**src/rtl/packet_pkg.sv**
```systemverilog
// Shared packet types and default widths for the switch datapath.
package packet_pkg;

  localparam int ADDR_WIDTH = 4;
  localparam int DATA_WIDTH = 8;

  typedef struct packed {
    logic [ADDR_WIDTH-1:0] source;
    logic [ADDR_WIDTH-1:0] target;
    logic [DATA_WIDTH-1:0] data;
  } pkt_t;

  typedef enum logic {
    HS_EMPTY = 1'b0,
    HS_REQ   = 1'b1
  } head_state_e;

endpackage

```
**src/rtl/switch_ingress_queue_if.sv**
```systemverilog
// Ingress packet bus plus egress request/grant handshake of one switch port.
interface switch_ingress_queue_if
  import packet_pkg::*;
#(
  parameter int NUM_PORTS  = 4,
  parameter int ADDR_WIDTH = packet_pkg::ADDR_WIDTH,
  parameter int DATA_WIDTH = packet_pkg::DATA_WIDTH
);
  logic                  valid_in;
  logic                  ready_in;
  logic [ADDR_WIDTH-1:0] source_in;
  logic [ADDR_WIDTH-1:0] target_in;
  logic [DATA_WIDTH-1:0] data_in;
  logic [NUM_PORTS-1:0]  req_out;
  logic [NUM_PORTS-1:0]  gnt_in;
  logic [ADDR_WIDTH-1:0] source_out;
  logic [ADDR_WIDTH-1:0] target_out;
  logic [DATA_WIDTH-1:0] data_out;

  // Port pins and arbiter side
  modport master (
    output valid_in, source_in, target_in, data_in, gnt_in,
    input  ready_in, req_out, source_out, target_out, data_out
  );

  // Ingress queue side
  modport slave (
    input  valid_in, source_in, target_in, data_in, gnt_in,
    output ready_in, req_out, source_out, target_out, data_out
  );
endinterface

```
**src/rtl/switch_ingress_queue_sync_fifo.sv**
```systemverilog
// First-word-fall-through synchronous FIFO with occupancy count.
module sync_fifo #(
  parameter int WIDTH = 8,
  parameter int DEPTH = 4
) (
  input  logic                     clk,
  input  logic                     rst_n,
  input  logic                     push,
  input  logic                     pop,
  input  logic [WIDTH-1:0]         wdata,
  output logic [WIDTH-1:0]         rdata,
  output logic [$clog2(DEPTH):0]   count,
  output logic                     full,
  output logic                     empty
);
  localparam int PW = $clog2(DEPTH);
  localparam int CW = PW + 1;

  logic [WIDTH-1:0] mem_q [DEPTH];
  logic [PW-1:0]    wr_ptr_q, wr_ptr_d;
  logic [PW-1:0]    rd_ptr_q, rd_ptr_d;
  logic [CW-1:0]    count_q, count_d;

  // Pointer and occupancy update; pointers wrap naturally at DEPTH
  always_comb begin
    wr_ptr_d = wr_ptr_q;
    rd_ptr_d = rd_ptr_q;
    count_d  = count_q;
    if (push) wr_ptr_d = wr_ptr_q + PW'(1);
    if (pop)  rd_ptr_d = rd_ptr_q + PW'(1);
    case ({push, pop})
      2'b10:   count_d = count_q + CW'(1);
      2'b01:   count_d = count_q - CW'(1);
      default: count_d = count_q;
    endcase
  end

  // Control state register
  always_ff @(posedge clk) begin
    if (!rst_n) begin
      wr_ptr_q <= '0;
      rd_ptr_q <= '0;
      count_q  <= '0;
    end else begin
      wr_ptr_q <= wr_ptr_d;
      rd_ptr_q <= rd_ptr_d;
      count_q  <= count_d;
    end
  end

  // Storage write; contents are only meaningful while counted as occupied
  always_ff @(posedge clk) begin
    if (push) mem_q[wr_ptr_q] <= wdata;
  end

  assign rdata = mem_q[rd_ptr_q];
  assign count = count_q;
  assign full  = (count_q == CW'(DEPTH));
  assign empty = (count_q == '0);
endmodule

```
**src/rtl/switch_ingress_queue.sv**
```systemverilog
// Per-port ingress queue: validates targets, buffers packets and requests
// the egress port of the head packet, discarding it on head-of-line timeout.
module switch_ingress_queue
  import packet_pkg::*;
#(
  parameter int NUM_PORTS  = 4,
  parameter int ADDR_WIDTH = packet_pkg::ADDR_WIDTH,
  parameter int DATA_WIDTH = packet_pkg::DATA_WIDTH,
  parameter int DEPTH      = 4,
  parameter int PORT_ID    = 0,
  parameter int TIMEOUT    = 0,
  parameter int CNT_WIDTH  = 8
) (
  input  logic                   clk,
  input  logic                   rst_n,
  switch_ingress_queue_if.slave  bus,
  output logic [$clog2(DEPTH):0] count,
  output logic [CNT_WIDTH-1:0]   drop_cnt,
  output logic [CNT_WIDTH-1:0]   tmo_cnt
);
  localparam int FW       = 2 * ADDR_WIDTH + DATA_WIDTH;
  localparam int CW       = $clog2(DEPTH) + 1;
  localparam int AGE_W    = (TIMEOUT > 1) ? $clog2(TIMEOUT) : 1;
  localparam int TMO_LAST = (TIMEOUT > 0) ? TIMEOUT - 1 : 0;
  localparam logic [ADDR_WIDTH:0]   NP  = (ADDR_WIDTH + 1)'(NUM_PORTS);
  localparam logic [ADDR_WIDTH-1:0] PID = ADDR_WIDTH'(PORT_ID);

  function automatic logic [CNT_WIDTH-1:0] sat_inc(input logic [CNT_WIDTH-1:0] v);
    return (&v) ? v : v + CNT_WIDTH'(1);
  endfunction

  logic              accept, bad_tgt, gnt_hit, tmo_hit;
  logic              fifo_push, fifo_pop, fifo_full, fifo_empty;
  logic [FW-1:0]     fifo_wdata, fifo_rdata, head;
  logic [CW-1:0]     fifo_count;
  logic [NUM_PORTS-1:0] req_vec;

  head_state_e          state_q, state_d;
  logic [AGE_W-1:0]     age_q, age_d;
  logic [CNT_WIDTH-1:0] drop_q, drop_d;
  logic [CNT_WIDTH-1:0] tmo_q, tmo_d;
  logic [FW-1:0]        head_q, head_d;

  sync_fifo #(.WIDTH(FW), .DEPTH(DEPTH)) u_fifo (
    .clk   (clk),
    .rst_n (rst_n),
    .push  (fifo_push),
    .pop   (fifo_pop),
    .wdata (fifo_wdata),
    .rdata (fifo_rdata),
    .count (fifo_count),
    .full  (fifo_full),
    .empty (fifo_empty)
  );

  // Ingress handshake and target validation; self and out-of-range are dropped
  always_comb begin
    accept     = bus.valid_in && bus.ready_in;
    bad_tgt    = ({1'b0, bus.target_in} >= NP) || (bus.target_in == PID);
    fifo_push  = accept && !bad_tgt;
    fifo_wdata = {bus.source_in, bus.target_in, bus.data_in};
  end

  // Head request, grant match and timeout decision
  always_comb begin
    head    = fifo_empty ? head_q : fifo_rdata;
    req_vec = (state_q == HS_REQ) ? (NUM_PORTS'(1) << head[DATA_WIDTH +: ADDR_WIDTH]) : '0;
    gnt_hit = |(req_vec & bus.gnt_in);
    tmo_hit = (TIMEOUT > 0) && (state_q == HS_REQ) && !gnt_hit && (age_q == AGE_W'(TMO_LAST));
    fifo_pop = (state_q == HS_REQ) && (gnt_hit || tmo_hit);
  end

  // Head FSM next state, age and statistics
  always_comb begin
    state_d = state_q;
    age_d   = '0;
    drop_d  = drop_q;
    tmo_d   = tmo_q;
    head_d  = head;
    case (state_q)
      HS_EMPTY: if (fifo_push) state_d = HS_REQ;
      HS_REQ:   if (fifo_pop && !fifo_push && fifo_count == CW'(1)) state_d = HS_EMPTY;
      default:  state_d = HS_EMPTY;
    endcase
    if (TIMEOUT > 0 && state_q == HS_REQ && !fifo_pop) age_d = age_q + AGE_W'(1);
    if (accept && bad_tgt) drop_d = sat_inc(drop_q);
    if (tmo_hit)           tmo_d  = sat_inc(tmo_q);
  end

  // State, age, counters and held head value
  always_ff @(posedge clk) begin
    if (!rst_n) begin
      state_q <= HS_EMPTY;
      age_q   <= '0;
      drop_q  <= '0;
      tmo_q   <= '0;
      head_q  <= '0;
    end else begin
      state_q <= state_d;
      age_q   <= age_d;
      drop_q  <= drop_d;
      tmo_q   <= tmo_d;
      head_q  <= head_d;
    end
  end

  assign bus.ready_in   = !fifo_full;
  assign bus.req_out    = req_vec;
  assign bus.source_out = head[FW-1 -: ADDR_WIDTH];
  assign bus.target_out = head[DATA_WIDTH +: ADDR_WIDTH];
  assign bus.data_out   = head[DATA_WIDTH-1:0];
  assign count          = fifo_count;
  assign drop_cnt       = drop_q;
  assign tmo_cnt        = tmo_q;
endmodule

```
**src/flat_wrapper.sv**
```systemverilog
// flat-port wrapper written by rule: the top's interface ports become plain ports
module switch_ingress_queue_flat import packet_pkg::*;
#(
  parameter int NUM_PORTS  = 4,
  parameter int ADDR_WIDTH = packet_pkg::ADDR_WIDTH,
  parameter int DATA_WIDTH = packet_pkg::DATA_WIDTH,
  parameter int DEPTH      = 4,
  parameter int PORT_ID    = 0,
  parameter int TIMEOUT    = 0,
  parameter int CNT_WIDTH  = 8
)
  (clk, rst_n, count, drop_cnt, tmo_cnt, bus_valid_in, bus_source_in, bus_target_in, bus_data_in, bus_gnt_in, bus_ready_in, bus_req_out, bus_source_out, bus_target_out, bus_data_out);
  switch_ingress_queue_if #(.NUM_PORTS(NUM_PORTS), .ADDR_WIDTH(ADDR_WIDTH), .DATA_WIDTH(DATA_WIDTH)) bus_i ();
  input  logic clk;
  input  logic rst_n;
  output logic [$clog2(DEPTH):0] count;
  output logic [CNT_WIDTH-1:0] drop_cnt;
  output logic [CNT_WIDTH-1:0] tmo_cnt;
  input wire logic [$bits(bus_i.valid_in)-1:0] bus_valid_in;
  input wire logic [$bits(bus_i.source_in)-1:0] bus_source_in;
  input wire logic [$bits(bus_i.target_in)-1:0] bus_target_in;
  input wire logic [$bits(bus_i.data_in)-1:0] bus_data_in;
  input wire logic [$bits(bus_i.gnt_in)-1:0] bus_gnt_in;
  output wire logic [$bits(bus_i.ready_in)-1:0] bus_ready_in;
  output wire logic [$bits(bus_i.req_out)-1:0] bus_req_out;
  output wire logic [$bits(bus_i.source_out)-1:0] bus_source_out;
  output wire logic [$bits(bus_i.target_out)-1:0] bus_target_out;
  output wire logic [$bits(bus_i.data_out)-1:0] bus_data_out;
  assign bus_i.valid_in = bus_valid_in;
  assign bus_i.source_in = bus_source_in;
  assign bus_i.target_in = bus_target_in;
  assign bus_i.data_in = bus_data_in;
  assign bus_i.gnt_in = bus_gnt_in;
  assign bus_ready_in = bus_i.ready_in;
  assign bus_req_out = bus_i.req_out;
  assign bus_source_out = bus_i.source_out;
  assign bus_target_out = bus_i.target_out;
  assign bus_data_out = bus_i.data_out;
  switch_ingress_queue #(.NUM_PORTS(NUM_PORTS), .ADDR_WIDTH(ADDR_WIDTH), .DATA_WIDTH(DATA_WIDTH), .DEPTH(DEPTH), .PORT_ID(PORT_ID), .TIMEOUT(TIMEOUT), .CNT_WIDTH(CNT_WIDTH)) u_core (.clk(clk), .rst_n(rst_n), .bus(bus_i), .count(count), .drop_cnt(drop_cnt), .tmo_cnt(tmo_cnt));
endmodule
```
**config.mk**
```make
export PLATFORM = sky130hd
export DESIGN_NAME = switch_ingress_queue_flat
export DESIGN_NICKNAME = d
export VERILOG_FILES = /design/src/rtl/packet_pkg.sv /design/src/rtl/switch_ingress_queue_if.sv /design/src/rtl/switch_ingress_queue_sync_fifo.sv /design/src/rtl/switch_ingress_queue.sv /design/src/flat_wrapper.sv
export SDC_FILE = /design/constraint.sdc
export NUM_CORES = 1
export LEC_CHECK = 0
export ABC_AREA = 1
export CAP_MARGIN = 20
export CORE_AREA = 2 2 113 115
export CTS_CLUSTER_SIZE = 25
export DETAILED_ROUTE_END_ITERATION = 7
export DIE_AREA = 0 0 115 117
export GPL_TIMING_DRIVEN = 1
export SETUP_SLACK_MARGIN = 0.05
export SLEW_MARGIN = 40
export SYNTH_ARGS = -nofsm -noshare
export SYNTH_HDL_FRONTEND = slang
export SYNTH_SLANG_ARGS = --single-unit
export TNS_END_PERCENT = 10
```
**constraint.sdc**
```tcl
create_clock -name clk -period 5.9 [get_ports clk]
set_clock_uncertainty 0.05 [all_clocks]
set_input_delay 1.475 -clock clk [delete_from_list [all_inputs] [get_ports clk]]
set_output_delay 1.475 -clock clk [all_outputs]
set_load 0.05 [all_outputs]
```
==> impl_metrics.env, run 1 <==
export IMPL_hold_viol=0
export IMPL_cts_sinks=98
export IMPL_nets=503
export IMPL_place_area_sq_mm=0.00483
export IMPL_grt_pass1_vias=2708
export IMPL_crit_required_ns=4.38
export IMPL_portBuffers=54
export IMPL_power_frac_seq_pct=44.9
export IMPL_met2_length_microns=3940
export IMPL_grt_pass1_wl_microns=13700
export IMPL_maxSlewHeadroom_pct=52.7
export IMPL_slowest_delay_ns=0.81
export IMPL_first_iter_violations=147
export IMPL_yosysTopAreaCellShare_pct=46.0
export IMPL_multi_input_area_sq_mm=0.00133
export IMPL_ctsResizeCount=0
export IMPL_drc_errors=0
export IMPL_tritoncts="done"
export IMPL_synth_cells=420
export IMPL_fin_crit_sh_pct=84.6
export IMPL_cts_root_buf="clkbuf_16"
export IMPL_rsz0062_at_grt="no"
export IMPL_max_freq_mhz=200
export IMPL_yosysMostFrequentCell="nand2_1"
export IMPL_status="finished clean"
export IMPL_p_comb_share_pct=19.5
export IMPL_p_switching_mw=0.477
export IMPL_die_w_microns=115
export IMPL_ys_top_cells_by_area="edfxtp_1 46%, dfxtp_1 16%, nand2_1 7.4%, nor2_1 4.6%, o21ai_0 4.2%"
export IMPL_coreArea_sq_mm=0.0123
export IMPL_final_min_clock_period_ns=4.99
export IMPL_hold_path_class="reg2reg"
export IMPL_dieArea_sq_mm=0.0135
export IMPL_synthTopCellsByCount="82 x nand2_1, 64 x edfxtp_1, 51 x nor2_1, 36 x inv_1, 35 x o21ai_0"
export IMPL_ant_nets=0
export IMPL_clk_latency_ns=0.34
export IMPL_clkTransAtPathRegs_ns=0.06
export IMPL_worstMarginPinSlew_ns=0.708
export IMPL_dp_hpwl_microns=5610
export IMPL_yosys_warnings=0
export IMPL_n_antenna_cell=0
export IMPL_grt_max_degree=34
export IMPL_grt_use_total_pct=13.3
export IMPL_numCtsBuffers=9
export IMPL_htree_levels=3
export IMPL_intPower_mw=1.22
export IMPL_p_per_area_mw_per_mm2=331
export IMPL_die_h_microns=117
export IMPL_std_cell_rows=41
export IMPL_p_sw_share_pct=28.1
export IMPL_cp_start_kind="register"
export IMPL_dp_slack_ns=1.23
export IMPL_layout_drive_gt1_share_pct=7.79
export IMPL_ir_worst_vdd_v=0.000112
export IMPL_ys_ff_latch=98
export IMPL_seqCellArea_sq_mm=0.00260
export IMPL_globalRouteOverflowTotal=0
export IMPL_fillCellCount=1189
export IMPL_initial_utilization_pct=33.9
export IMPL_crit_chain="inv_1 -> ha_1 -> nand2_1 -> inv_1 -> nand2_1 -> nand2_1 -> nor2_1 -> inv_1 -> nor2_1 -> clkdlybuf4s50_1"
export IMPL_vias_per_cell=4.61
export IMPL_post_cts_setup_buffer_count=0
export IMPL_cp_max_fo=21
export IMPL_drv_cap=0
export IMPL_worst_setup_path_type="reg2out"
export IMPL_met3_length_microns=442
export IMPL_pin_count=63
export IMPL_power_frac_clock_pct=35.6
export IMPL_cts_hold_buf=0
export IMPL_setup_slack_ns=0.910
export IMPL_fin_area_sq_mm=0.00514
export IMPL_synth_edf_count=64
export IMPL_wl_per_cell_microns=13.3
export IMPL_cp_arrival_ns=3.47
export IMPL_ys_seq_area_share_pct=62.4
export IMPL_setup_violations=0
export IMPL_finalPower_mw=1.70
export IMPL_wl_met1_microns=3830
export IMPL_area_growth_pct=23.2
export IMPL_leakage_nw=1.95
export IMPL_antenna_found_initial=0
export IMPL_globalplace_congestion=0.756
export IMPL_crit_buf_inv=4
export IMPL_synthesis_area_sq_mm=0.00417
export IMPL_vias=2882
export IMPL_syn_area_per_cell_sq_um=9.94
export IMPL_fin_setup_tns_ns=0
export IMPL_ys_async_sr_fraction_pct=0
export IMPL_synth_top_area_cell="edfxtp_1"
export IMPL_cts_path_max_buffers=2
export IMPL_wirelength_microns=8330
export IMPL_first_pass_iters=4
export IMPL_synthDistinctLibCells=32
export IMPL_critPathTopFamily="buffers and inverters"
export IMPL_slew_viol_final=0
export IMPL_top_layer="met4"
export IMPL_endpoint_kind="primary output"
export IMPL_cp_slowest_cell="clkdlybuf4s50_1"
export IMPL_synth_flop_cell="edfxtp_1"
[per-stage QoR]
stage | hold slack, ns | util [%] | std cells
finish | 0.415 | 41.8 | 625
global route | 0.436 | 41.8 | 625
CTS | 0.419 | 41.8 | 625
detailed placement | 0.410 | 39.2 | 609
global placement | 0.404 | 39.1 | 609
floorplan | 0.402 | - | 427
[power by group through the flow]
stage,sequential [mW],combinational [mW],clock [mW]
4_1_cts,0.764,0.335,0.619
3_3_place_gp,0.778,0.329,0
3_5_place_dp,0.779,0.333,0
5_1_grt,0.766,0.360,0.648
2_1_floorplan,0.789,0.224,0
6_report,0.763,0.331,0.606
[final timing paths]
path                                             start                      to  slack [ns]  depth (start not counted)
worst max-delay path            u_core.u_fifo.count[0]          bus_req_out[1]        0.91                         10
worst min register to register      u_core.drop_cnt[4]      u_core.drop_cnt[4]        0.41                          2
worst max register to register  u_core.u_fifo.count[0]  u_core.u_fifo.count[2]        2.58                         16
worst min-delay path                u_core.drop_cnt[4]      u_core.drop_cnt[4]        0.41                          2
[layout make-up]
cell class	instances	area share, %
clock buffers	11	4.53
clock inverters	5	1.53
inverters	43	3.14
multi-input cells	263	25.9
flip-flops and latches	98	50.6
well taps	150	3.65
repair buffers	55	10.7
[metal layers]
layer	GRT usage, %	vias up
met5	0	-
met4	5.06	0
met3	3.14	10
met2	21.8	68
met1	17.2	1318
li1	-	1486
[flip-flops by register name, indices dropped and copies added, names as in the netlist, named ones only]
| register | cells |
|---|---|
| u_core.u_fifo.mem_q | 64 |
| u_core.state_q | 1 |
| u_core.drop_cnt | 8 |
| u_core.head_q | 16 |
| u_core.u_fifo.rd_ptr_q | 2 |
| u_core.u_fifo.wr_ptr_q | 2 |
| u_core.u_fifo.count | 3 |
[worst register-to-register path, stage by stage, from the launching register on]
cell	delay [ns]
dfxtp_1	0.37
inv_1	0.10
ha_1	0.22
nand2_1	0.53
inv_1	0.44
nand2_1	0.25
nand3_4	0.11
nor2_2	0.14
nand3_1	0.08
nand2_1	0.10
inv_2	0.05
nand2_4	0.06
ha_1	0.27
nor2_1	0.13
o21ai_0	0.11
o21ai_0	0.15
a21oi_1	0.05
[cells by family after synthesis]
logic type	after synthesis	synth area share (%)
adders and majority gates	10	3.00
buffers and inverters	66	7.13
xor gates and xnor gates	4	0.839
and+or+nand+nor	163	16.5
AOI/OAI and AO/OA	78	10.1
DFF	98	62.3
other	1	0.0898
[placed cells by master (no fill, tap or decap)]
| cell type | instances |
|---|---|
| nor3_1 | 1 |
| nor2_4 | 5 |
| bufinv_16 | 2 |
| nand3_2 | 1 |
| o21ai_0 | 35 |
| nand2_4 | 1 |
| nor2_2 | 2 |
| xor2_1 | 4 |
| nand3_1 | 17 |
| nand2_1 | 82 |
| a21oi_1 | 25 |
| nand4_1 | 1 |
| a21oi_2 | 1 |
| nor4_1 | 1 |
| a311oi_1 | 1 |
| o22ai_1 | 12 |
| nand3_4 | 1 |
| clkbuf_16 | 9 |
| buf_4 | 1 |
| edfxtp_1 | 64 |
| o21ai_1 | 2 |
| inv_1 | 36 |
| conb_1 | 8 |
| nand2_2 | 4 |
| nor2_1 | 47 |
| ha_1 | 10 |
| dfxtp_1 | 34 |
| clkbuf_1 | 2 |
| clkdlybuf4s50_1 | 54 |
| clkinvlp_4 | 2 |
| inv_2 | 6 |
| clkinv_1 | 2 |
| o21ai_2 | 2 |
Note: power is estimated with default switching activity, not from simulation.
==> inputs of run 2 (changes only) <==
Clock period 5.9 ns to 4.8 ns, I/O delays scaled along.
==> run 2 against run 1 <==
Net effect: via count up 0.56%; count of clock-buffer cells in the layout did not move; register-to-register slack worse by 0.72 ns; clock power rose by 11%; critical path type unchanged; critical endpoint is now bus_req_out[3]; largest power group unchanged.
==> impl_metrics.env, run 2 (same netlist as run 1, synthesis figures left out) <==
export IMPL_status="finished clean"
export IMPL_slew_viol_final=0
export IMPL_wl_per_cell_microns=13.2
export IMPL_grt_use_total_pct=13.3
export IMPL_initial_utilization_pct=33.9
export IMPL_setup_violations=0
export IMPL_coreArea_sq_mm=0.0123
export IMPL_std_cell_rows=41
export IMPL_dp_slack_ns=0.843
export IMPL_final_cell_mix="82 x nand2_1, 64 x edfxtp_1, 54 x clkdlybuf4s50_1"
export IMPL_grt_pass1_wl_microns=13700
export IMPL_first_iter_violations=138
export IMPL_cts_path_max_buffers=2
export IMPL_vias=2898
export IMPL_fillCellCount=1191
export IMPL_final_min_clock_period_ns=4.30
export IMPL_fin_area_sq_mm=0.00512
export IMPL_die_w_microns=115
export IMPL_worstMarginPinSlew_ns=0.685
export IMPL_grt_max_degree=33
export IMPL_finalHoldWorstSlack_ns=0.419
export IMPL_wirelength_microns=8350
export IMPL_numCtsBuffers=9
export IMPL_regMostFlops="u_core.u_fifo.mem_q"
export IMPL_mostFrequentLayoutCell="nand2_1"
export IMPL_clk_latency_ns=0.34
export IMPL_leakage_nw=1.98
export IMPL_first_pass_iters=4
export IMPL_max_freq_mhz=232
export IMPL_cts_root_buf="clkbuf_16"
export IMPL_largest_reg_flops=64
export IMPL_crit_required_ns=3.55
export IMPL_tritoncts="done"
export IMPL_finalPower_mw=2.02
export IMPL_layout_drive_gt1_share_pct=8.52
export IMPL_ant_nets=0
export IMPL_portBuffers=54
export IMPL_cts_sinks=98
export IMPL_cp_start_kind="register"
export IMPL_vias_per_cell=4.59
export IMPL_hold_viol=0
export IMPL_area_growth_pct=22.8
export IMPL_ctsResizeCount=0
export IMPL_nets=509
export IMPL_globalRouteOverflowTotal=0
export IMPL_cp_max_fo=21
export IMPL_cts_hold_buf=0
export IMPL_n_antenna_cell=0
export IMPL_endpoint_kind="primary output"
export IMPL_drc_errors=0
export IMPL_maxSlewHeadroom_pct=54.3
export IMPL_post_cts_setup_buffer_count=0
export IMPL_p_per_area_mw_per_mm2=394
export IMPL_setup_slack_ns=0.498
export IMPL_dieArea_sq_mm=0.0135
export IMPL_place_area_sq_mm=0.00484
export IMPL_worst_setup_path_type="reg2out"
export IMPL_drv_cap=0
export IMPL_antenna_found_initial=0
export IMPL_fin_crit_sh_pct=89.6
export IMPL_grt_pass1_vias=2733
export IMPL_htree_levels=3
export IMPL_pin_count=63
export IMPL_rsz0062_at_grt="no"
export IMPL_dp_hpwl_microns=5580
export IMPL_ir_worst_vdd_v=0.000139
export IMPL_cp_arrival_ns=3.05
export IMPL_globalplace_congestion=0.794
export IMPL_die_h_microns=117
export IMPL_clkTransAtPathRegs_ns=0.07
export IMPL_hold_path_class="reg2reg"
export IMPL_fin_setup_tns_ns=0
[run 2: cell count changes in the layout (fill, tap and decap cells not counted), sizes merged]
cell      change
buf           +6
bufinv        -2
clkinv        +2
clkinvlp      -2
inv           +2
[run 2: layout make-up]
cell class                 instances  area [sq um]  share of cell area [%]
sequential                        98          2600                    50.8
multi-input combinational        263          1300                    25.4
timing repair buffer              61           593                    11.6
clock buffer                      11           243                    4.74
tap                              150           188                    3.66
inverter                          43           161                    3.15
clock inverter                     5          36.3                   0.708
[run 2: path summary, 6_finish.rpt]
kind	startpoint	end	slack (ns)	depth (start not counted)
worst max register to register	u_core.u_fifo.count[0]	u_core.u_fifo.count[2]	1.86	17
worst max-delay path	u_core.u_fifo.count[0]	bus_req_out[3]	0.50	11
worst min-delay path	u_core.drop_cnt[4]	u_core.drop_cnt[4]	0.42	2
worst min register to register	u_core.drop_cnt[4]	u_core.drop_cnt[4]	0.42	2
[run 2: power breakdown]
part           internal [mW]  total, mW  switching [mW]
Clock                  0.368      0.671           0.303
Sequential             0.926      0.939          0.0127
Combinational          0.126      0.409           0.283
[run 2: critical path, cell delays in order, from the launching register on]
cell	delay, ns
dfxtp_1	0.38
inv_1	0.11
ha_1	0.22
nand2_1	0.07
buf_4	0.23
inv_1	0.26
nand2_1	0.15
nand2_1	0.10
nor2_1	0.19
inv_1	0.09
nor2_1	0.10
clkdlybuf4s50_1	0.80
[run 2: per-layer routing]
metal	vias to the layer above	global-route usage [%]	part of all wire [%]
met5	-	0	0
met1	1327	17.1	47
met2	70	21.4	46
met3	9	3.09	4.8
met4	0	6.59	1.7
li1	1492	-	-
[run 2: metrics by stage]
stage | cells | util, %
2_1_floorplan | 427 | -
3_3_place_gp | 615 | 39.3
3_5_place_dp | 615 | 39.3
4_1_cts | 631 | 41.6
5_1_grt | 631 | 41.6
6_report | 631 | 41.6
